$ cat src/rtl/desc_pkg.sv
// Shared widths and state encoding for the descriptor packer and the NCC matcher.
package desc_pkg;

  localparam int PIX_W          = 8;
  localparam int PIX_PER_WORD   = 4;
  localparam int WORDS_PER_DESC = 16;
  localparam int DESC_WORD_W    = 32;
  localparam int SUM_W          = 14;

  typedef enum logic [1:0] {
    FILL = 2'd0,
    EMIT = 2'd1,
    GAP  = 2'd2
  } desc_state_e;

endpackage

$ cat src/rtl/desc_packer.sv
// Packs serial 8-bit descriptor pixels four per 32-bit word for the NCC matcher.
// Optional per-descriptor pixel sum on desc_sum when DESC_SUM_EN is defined.
module desc_packer
  import desc_pkg::*;
#(
  parameter int WORD_GAP = 0
) (
  input  logic                   clk,
  input  logic                   rst,
  input  logic [PIX_W-1:0]       pix_in,
  input  logic                   pix_valid,
  output logic                   pix_ready,
  output logic                   desc_data_ready,
  output logic [DESC_WORD_W-1:0] desc_data_out,
  output logic                   desc_done
`ifdef DESC_SUM_EN
  ,
  output logic [SUM_W-1:0]       desc_sum
`endif
);

  localparam int PIX_CNT_W  = $clog2(PIX_PER_WORD);
  localparam int WORD_CNT_W = $clog2(WORDS_PER_DESC);
  localparam int GAP_CNT_W  = (WORD_GAP > 1) ? $clog2(WORD_GAP) : 1;
  localparam int PACK_W     = PIX_W * (PIX_PER_WORD - 1);

  desc_state_e             state_q, state_d;
  logic [PIX_CNT_W-1:0]    pix_cnt_q, pix_cnt_d;
  logic [WORD_CNT_W-1:0]   word_cnt_q, word_cnt_d;
  logic [GAP_CNT_W-1:0]    gap_cnt_q, gap_cnt_d;
  logic [PACK_W-1:0]       pack_q, pack_d;
  logic [DESC_WORD_W-1:0]  data_q, data_d;

  logic xfer;
  logic last_pix;
  logic last_word;

  // Outputs are gated by rst so nothing is offered or strobed while reset is held.
  assign pix_ready       = (state_q == FILL) && !rst;
  assign desc_data_ready = (state_q == EMIT) && !rst;
  assign desc_done       = desc_data_ready && last_word;
  assign desc_data_out   = data_q;

  assign xfer      = pix_valid && pix_ready;
  assign last_pix  = (pix_cnt_q == PIX_CNT_W'(PIX_PER_WORD - 1));
  assign last_word = (word_cnt_q == WORD_CNT_W'(WORDS_PER_DESC - 1));

  always_comb begin
    // NOTE: every variable gets a default first so no path leaves it unassigned (no latches).
    state_d    = state_q;
    pix_cnt_d  = pix_cnt_q;
    word_cnt_d = word_cnt_q;
    gap_cnt_d  = gap_cnt_q;
    pack_d     = pack_q;
    data_d     = data_q;
    case (state_q)
      FILL: begin
        if (xfer) begin
          pack_d    = {pack_q[PACK_W-PIX_W-1:0], pix_in};
          pix_cnt_d = pix_cnt_q + 1'b1;
          if (last_pix) begin
            data_d  = {pack_q, pix_in};
            state_d = EMIT;
          end
        end
      end
      EMIT: begin
        word_cnt_d = word_cnt_q + 1'b1;
        state_d    = (WORD_GAP > 0) ? GAP : FILL;
      end
      GAP: begin
        if (gap_cnt_q == GAP_CNT_W'(WORD_GAP - 1)) begin
          gap_cnt_d = '0;
          state_d   = FILL;
        end else begin
          gap_cnt_d = gap_cnt_q + 1'b1;
        end
      end
      default: state_d = FILL;
    endcase
  end

  always_ff @(posedge clk) begin
    // NOTE: non-blocking assignments so every register samples pre-edge values.
    if (rst) begin
      state_q    <= FILL;
      pix_cnt_q  <= '0;
      word_cnt_q <= '0;
      gap_cnt_q  <= '0;
      pack_q     <= '0;
      data_q     <= '0;
    end else begin
      state_q    <= state_d;
      pix_cnt_q  <= pix_cnt_d;
      word_cnt_q <= word_cnt_d;
      gap_cnt_q  <= gap_cnt_d;
      pack_q     <= pack_d;
      data_q     <= data_d;
    end
  end

`ifdef DESC_SUM_EN
  logic [SUM_W-1:0] acc_q, acc_d;
  logic [SUM_W-1:0] sum_q, sum_d;
  logic             desc_start;

  // First pixel of a descriptor restarts the running total instead of adding to it.
  assign desc_start = (word_cnt_q == '0) && (pix_cnt_q == '0);
  assign desc_sum   = sum_q;

  always_comb begin
    acc_d = acc_q;
    sum_d = sum_q;
    if (xfer) begin
      acc_d = (desc_start ? '0 : acc_q) + SUM_W'(pix_in);
      if (last_pix && last_word) begin
        sum_d = acc_d;
      end
    end
  end

  always_ff @(posedge clk) begin
    if (rst) begin
      acc_q <= '0;
      sum_q <= '0;
    end else begin
      acc_q <= acc_d;
      sum_q <= sum_d;
    end
  end
`endif

endmodule
$ cat config.mk
export PLATFORM = sky130hd
export DESIGN_NAME = desc_packer
export DESIGN_NICKNAME = d
export VERILOG_FILES = /design/src/rtl/desc_pkg.sv /design/src/rtl/desc_packer.sv
export SDC_FILE = /design/constraint.sdc
export NUM_CORES = 1
export LEC_CHECK = 0
export ABC_CLOCK_PERIOD_IN_PS = 1400
export CAP_MARGIN = 20
export CORE_MARGIN = 4
export CORE_UTILIZATION = 28
export DETAILED_ROUTE_END_ITERATION = 10
export HOLD_SLACK_MARGIN = 0.08
export SLEW_MARGIN = 20
export SYNTH_ARGS = -nofsm -noshare
export SYNTH_HDL_FRONTEND = slang
export SYNTH_SLANG_ARGS = --single-unit
$ cat constraint.sdc
create_clock -name clk -period 1.4 [get_ports clk]
set_input_delay 0.42 -clock clk [delete_from_list [all_inputs] [get_ports clk]]
set_output_delay 0.42 -clock clk [all_outputs]
set_load 0.05 [all_outputs]
==> impl_metrics.json, run 1 <==
{
  "start_kind": "flop",
  "grt_max_degree": 64,
  "crit_slowest_cell": "dfxtp_2",
  "antenna_found_initial": 0,
  "seq_area_frac_synth_pct": 53.8,
  "grt_overflow": 0,
  "cts_buffer_depth": 2,
  "finalMaxSlewViolations": 0,
  "yosysMostFrequentCell": "nand2_1",
  "async_flop_share_pct": 0,
  "ios": 46,
  "grt_util_met3_pct": 4.28,
  "grt_pass1_vias": 1852,
  "worst_pin_slew_ps": 324,
  "setup-violations-final": 3,
  "min_to": "desc_data_out[30]$_SDFFE_PP0P_",
  "cts-root-buf": "clkbuf_8",
  "h-tree-depth": 3,
  "cts_hold_buf": 0,
  "num-nets-final": 344,
  "viasPerCell": 4.40,
  "setup.worst_path.class": "reg -> out",
  "worstPathMaxFanout": 2,
  "clock_latency_ps": 330,
  "synth-seq-cells": 63,
  "fin_skew_ps": 5.51,
  "hpwl_um": 3460,
  "busiest_layer": "met2",
  "p_clk_share_pct": 38.8,
  "rsz0062_at_grt": "true",
  "synth_top_area_share_pct": 53.8,
  "power.density_mw_per_mm2": 951,
  "relSlewSlack_pct": 78.4,
  "combPwrFrac_pct": 6.7,
  "postSynthAreaPerCell_sq_um": 8.46,
  "synth-main-ff-cell": "dfxtp_1",
  "hold_viol_final": 0,
  "routabilityCongestion": 0.735,
  "die_y_um": 99.5,
  "status": "complete, but fails checks",
  "hold_path_depth": 2,
  "die_w_um": 99.5,
  "ys_types": 20,
  "io_buffers": 45,
  "crit_path_cell_trace": "nor2b_4 > and4_4 > buf_12",
  "drive_gt1_share_pct": 29.3,
  "synth_commonest_cells": "nand2_1 (115), dfxtp_1 (63), a21oi_1 (38)",
  "worst_r2r_path_depth": 6,
  "fmax_ghz": 0.629,
  "gr-usage-met1_pct": 12.0,
  "initial_core_util_pct": 28.7,
  "post-route-util_pct": 43.7,
  "netSwitchingFraction_pct": 23.2,
  "violations": "negative setup slack",
  "track_usage_pct": 10.8,
  "ys_warn_count": 0,
  "holdCritStartpoint": "pack_q[22]$_SDFFE_PP0P_",
  "grt_pass1_wl_um": 8420,
  "maxCapViolations": 0,
  "p_leak_nw": 1.28,
  "core.rowCount": 33,
  "clock_sinks": 63,
  "netlist_top_cells_area": "dfxtp_1 (54%), nand2_1 (18%), a21oi_1 (8.1%)",
  "die_area_sq_mm": 0.00990,
  "pre_cts_ws_ps": -271,
  "core_sq_mm": 0.00818,
  "net-switching-power_w": 0.000789,
  "worstPathBufferInverterCount": 1,
  "netlist_area_sq_mm": 0.00234,
  "wl_per_cell_um": 11.9,
  "r2r_slack_ps": 40,
  "intPower_w": 0.00261,
  "cp.arrival_ps": 1170,
  "cts_buffers": 9,
  "power.share.sequential_pct": 54.5,
  "syn_nets": 290,
  "cts_tree": "done",
  "syn2layout_area_growth_pct": 52.4,
  "worst_slack_ps": -191,
  "crit_family": "simple AND/OR/NAND/NOR gates",
  "yosysTopAreaCell": "dfxtp_1",
  "wl_um": 5230,
  "ir_drop_mv": 0.454,
  "routed-via-count": 1934,
  "diodes": 0,
  "hp-class": "reg -> reg",
  "drc_errors": 0,
  "path_clk_slew_ps": 60,
  "ant_nets": 0,
  "drt-initial-drc-count": 90,
  "critPathMaxStageDelay_ps": 330,
  "rr_endpoint": "desc_data_out[26]$_SDFFE_PP0P_",
  "critPathRequiredTime_ps": 980,
  "synth_edf_count": 0,
  "period_minus_slack_ps": 1590,
  "r2r_start": "state_q[0]$_SDFFE_PP0P_",
  "syn_inst": 277,
  "drt_pre_antenna_iters": 4,
  "endpoint_kind": "output pin",
  "use_met2_pct": 18.4,
  "period_share_pct": 114
}
[timing repair]
item                                    CTS  global route
gates cloned                              0             1
buffers inserted                          4             4
endpoints found under the setup margin    3            59
pin swaps                                 3             2
resized for setup                        13            11
[power groups by stage]
| stage | Clock (W) | Sequential, W | Combinational [W] |
|---|---|---|---|
| final | 0.00132 | 0.00185 | 0.000228 |
| after global routing | 0.00145 | 0.00185 | 0.000250 |
| after CTS | 0.00137 | 0.00185 | 0.000225 |
| after detailed placement | 0 | 0.00189 | 0.000221 |
| after global placement | 0 | 0.00189 | 0.000217 |
| after floorplan | 0 | 0.00189 | 0.000123 |
[cell type report]
class                   instances  area [sq um]
repair buffers                 64          1020
clock inverters                 1          5.00
well taps                     105           131
clock buffers                  14           153
flip-flops and latches         63          1260
fillers                       802          4600
multi-input cells             193           996
[metrics by stage]
step                hold WS, ps  setup TNS (ps)  cells  cell area, sq um  total power, W
floorplan                   432            -275    277              2360         0.00202
global placement            446          -12490    418              3260         0.00211
detailed placement          450          -13520    418              3260         0.00211
CTS                         459            -678    437              3500         0.00345
global route                486            -574    440              3570         0.00356
finish                      454            -425    440              3570         0.00340
[registers in the layout, indices dropped and copies added, names as in the netlist]
register / flops
state_q: 1
pack_q: 24
word_cnt_q: 4
pix_cnt_q: 2
desc_data_out: 32
[logic make-up (layout without fill, tap and decap cells)]
logic type      count (synthesis)  in the layout  share of synthesized area, %
simple gates                  129            129                          21.8
xor+xnor                        4              4                          1.50
fa+ha+maj                       2              2                          1.07
flops                          63             63                          53.8
mux                             1              1                         0.427
compound gates                 57             57                          15.2
buf+inv                        21             79                          6.14
[metal layers]
layer | share of wire, % | up-vias
li1 | - | 992
met1 | 45 | 894
met2 | 47 | 44
met3 | 7.0 | 4
met4 | 0.84 | 0
met5 | 0 | -
[tightest hold or removal path, stage by stage (launching register included)]
cell and delay (ps):
dfxtp_1 310, nand2_1 50, a21oi_1 50
[how the worst max path moves through the flow]
stage | start | to | slack, ps | cells after the start
floorplan | state_q[0]$_SDFFE_PP0P_ | desc_done | -170 | 3
global placement | pix_valid | desc_data_out[13]$_SDFFE_PP0P_ | -240 | 5
detailed placement | pix_valid | pack_q[5]$_SDFFE_PP0P_ | -270 | 5
CTS | state_q[0]$_SDFFE_PP0P_ | desc_done | -200 | 3
global route | state_q[0]$_SDFFE_PP0P_ | desc_done | -230 | 3
finish | state_q[0]$_SDFFE_PP0P_ | desc_done | -190 | 3
[layout by cell type, fill, tap and decap left out, types with 2 or more instances in the layout]
cell type,netlist,routed
buf_4,6,11
nor2b_4,0,2
nor2_1,7,6
xnor2_1,2,2
a21oi_1,38,36
dfxtp_1,63,60
clkdlybuf4s50_1,0,8
clkbuf_8,0,10
clkbuf_1,3,4
a21oi_2,19,21
buf_12,0,38
dfxtp_2,0,3
xor2_1,2,2
buf_8,0,3
nand2_1,115,114
(Power assumes the default switching activity.)
==> run 2, diff against run 1 <==
CTS_CLUSTER_SIZE = 16   (was default)
==> results of run 2 <==
The final DEF is identical to that of run 1; final timing and power are the same.
==> run 3, diff against run 2 <==
RECOVER_POWER = 100   (was default)
==> impl_metrics.json, run 3 (synthesis results as in run 1) <==
{
  "drive_gt1_share_pct": 29.0,
  "wl_per_cell_um": 12.0,
  "relSlewSlack_pct": 78.5,
  "io_buffers": 45,
  "rsz0062_at_grt": "true",
  "fin_skew_ps": 5.60,
  "start_kind": "flop",
  "pre_cts_ws_ps": -271,
  "die_area_sq_mm": 0.00990,
  "die_w_um": 99.5,
  "h-tree-depth": 3,
  "critPathRequiredTime_ps": 980,
  "net-switching-power_w": 0.000786,
  "hold_viol_final": 0,
  "ir_drop_mv": 0.453,
  "antenna_found_initial": 0,
  "setup-violations-final": 3,
  "num-nets-final": 344,
  "placed_cell_area_sq_mm": 0.00326,
  "grt_pass1_vias": 1852,
  "post-route-util_pct": 38.4,
  "final_cell_mix": "nand2_1 (114), dfxtp_1 (60), a21oi_1 (36)",
  "core.rowCount": 33,
  "cts-root-buf": "clkbuf_8",
  "worst_slack_ps": -191,
  "finalMaxSlewViolations": 0,
  "die_y_um": 99.5,
  "period_share_pct": 114,
  "hp-class": "reg -> reg",
  "viasPerCell": 4.42,
  "endpoint_kind": "output pin",
  "finalSetupTns_ps": -426,
  "routabilityCongestion": 0.735,
  "hpwl_um": 3460,
  "clock_sinks": 63,
  "grt_pass1_wl_um": 8420,
  "violations": "negative setup slack",
  "p_leak_nw": 1.16,
  "largest_reg_flops": 32,
  "ant_nets": 0,
  "grt_max_degree": 64,
  "ios": 46,
  "setup.worst_path.class": "reg -> out",
  "track_usage_pct": 10.8,
  "combPwrFrac_pct": 6.3,
  "maxCapViolations": 0,
  "initial_core_util_pct": 28.7,
  "netSwitchingFraction_pct": 23.3,
  "drc_errors": 0,
  "layout_commonest_cell": "nand2_1",
  "diodes": 0,
  "syn2layout_area_growth_pct": 33.8,
  "intPower_w": 0.00259,
  "worstPathMaxFanout": 2,
  "wl_um": 5280,
  "drt_pre_antenna_iters": 4,
  "cts_buffers": 9,
  "hold_ws_ps": 450,
  "period_minus_slack_ps": 1590,
  "final_cell_area_sq_mm": 0.00314,
  "clock_latency_ps": 330,
  "p_clk_share_pct": 39.0,
  "grt_overflow": 0,
  "power.share.sequential_pct": 54.7,
  "cp.arrival_ps": 1170,
  "routed-via-count": 1946,
  "path_clk_slew_ps": 70,
  "worst_pin_slew_ps": 323,
  "cts_buffer_depth": 2,
  "cts_tree": "done",
  "fmax_ghz": 0.628,
  "power.density_mw_per_mm2": 1080,
  "status": "complete, but fails checks",
  "drt-initial-drc-count": 83,
  "core_sq_mm": 0.00818
}
run 3: cell count changes in the layout (fill, tap and decap cells not counted):
cell / change
nor2b_1: +1
nor2b_4: -1
buf_2: +4
clkbuf_4: +30
buf_6: +2
buf_4: -2
buf_12: -34
run 3: cell type report:
cell class,instances,area (sq um)
Clock inverter,1,5.00
Timing Repair Buffer,64,594
Multi-Input combinational cell,193,988
Tap cell,105,131
Fill cell,859,5040
Sequential cell,63,1260
Clock buffer,14,153
run 3: worst paths after layout:
path	slack, ps	cells after the start	endpoint	start
worst min register to register	450	2	desc_data_out[24]$_SDFFE_PP0P_	desc_data_out[24]$_SDFFE_PP0P_
worst max register to register	30	7	desc_data_out[7]$_SDFFE_PP0P_	state_q[0]$_SDFFE_PP0P_
worst min-delay path	450	2	desc_data_out[24]$_SDFFE_PP0P_	desc_data_out[24]$_SDFFE_PP0P_
worst max-delay path	-190	3	desc_done	state_q[0]$_SDFFE_PP0P_
run 3: critical path, stage by stage, from the launching register on:
cell and delay [ps]:
dfxtp_2 330, nor2b_4 140, and4_4 240, buf_12 130
run 3: power by group through the flow:
| stage | Sequential [W] | Combinational, W | Clock (W) |
|---|---|---|---|
| finish | 0.00185 | 0.000213 | 0.00132 |
| global route | 0.00185 | 0.000235 | 0.00145 |
| CTS | 0.00185 | 0.000225 | 0.00137 |
| detailed placement | 0.00189 | 0.000221 | 0 |
| global placement | 0.00189 | 0.000217 | 0 |
| floorplan | 0.00189 | 0.000123 | 0 |
run 3: per-layer routing:
metal	part of all wire, %	GRT usage (%)
met5	0	0
met1	46	12.0
met3	6.3	4.28
met4	0.83	4.10
met2	47	18.4
run 3: repair_timing:
item                       CTS  global route
hold buffers                 0             0
resized for setup           13            11
cloned                       0             1
buffers inserted             4             4
pin swaps                    3             2
setup endpoints to repair    3            59
run 3: stage by stage:
step / std cells / power [W]
after floorplan: 277 / 0.00202
after global placement: 418 / 0.00211
after detailed placement: 418 / 0.00211
after CTS: 437 / 0.00345
after global routing: 440 / 0.00354
final: 440 / 0.00338
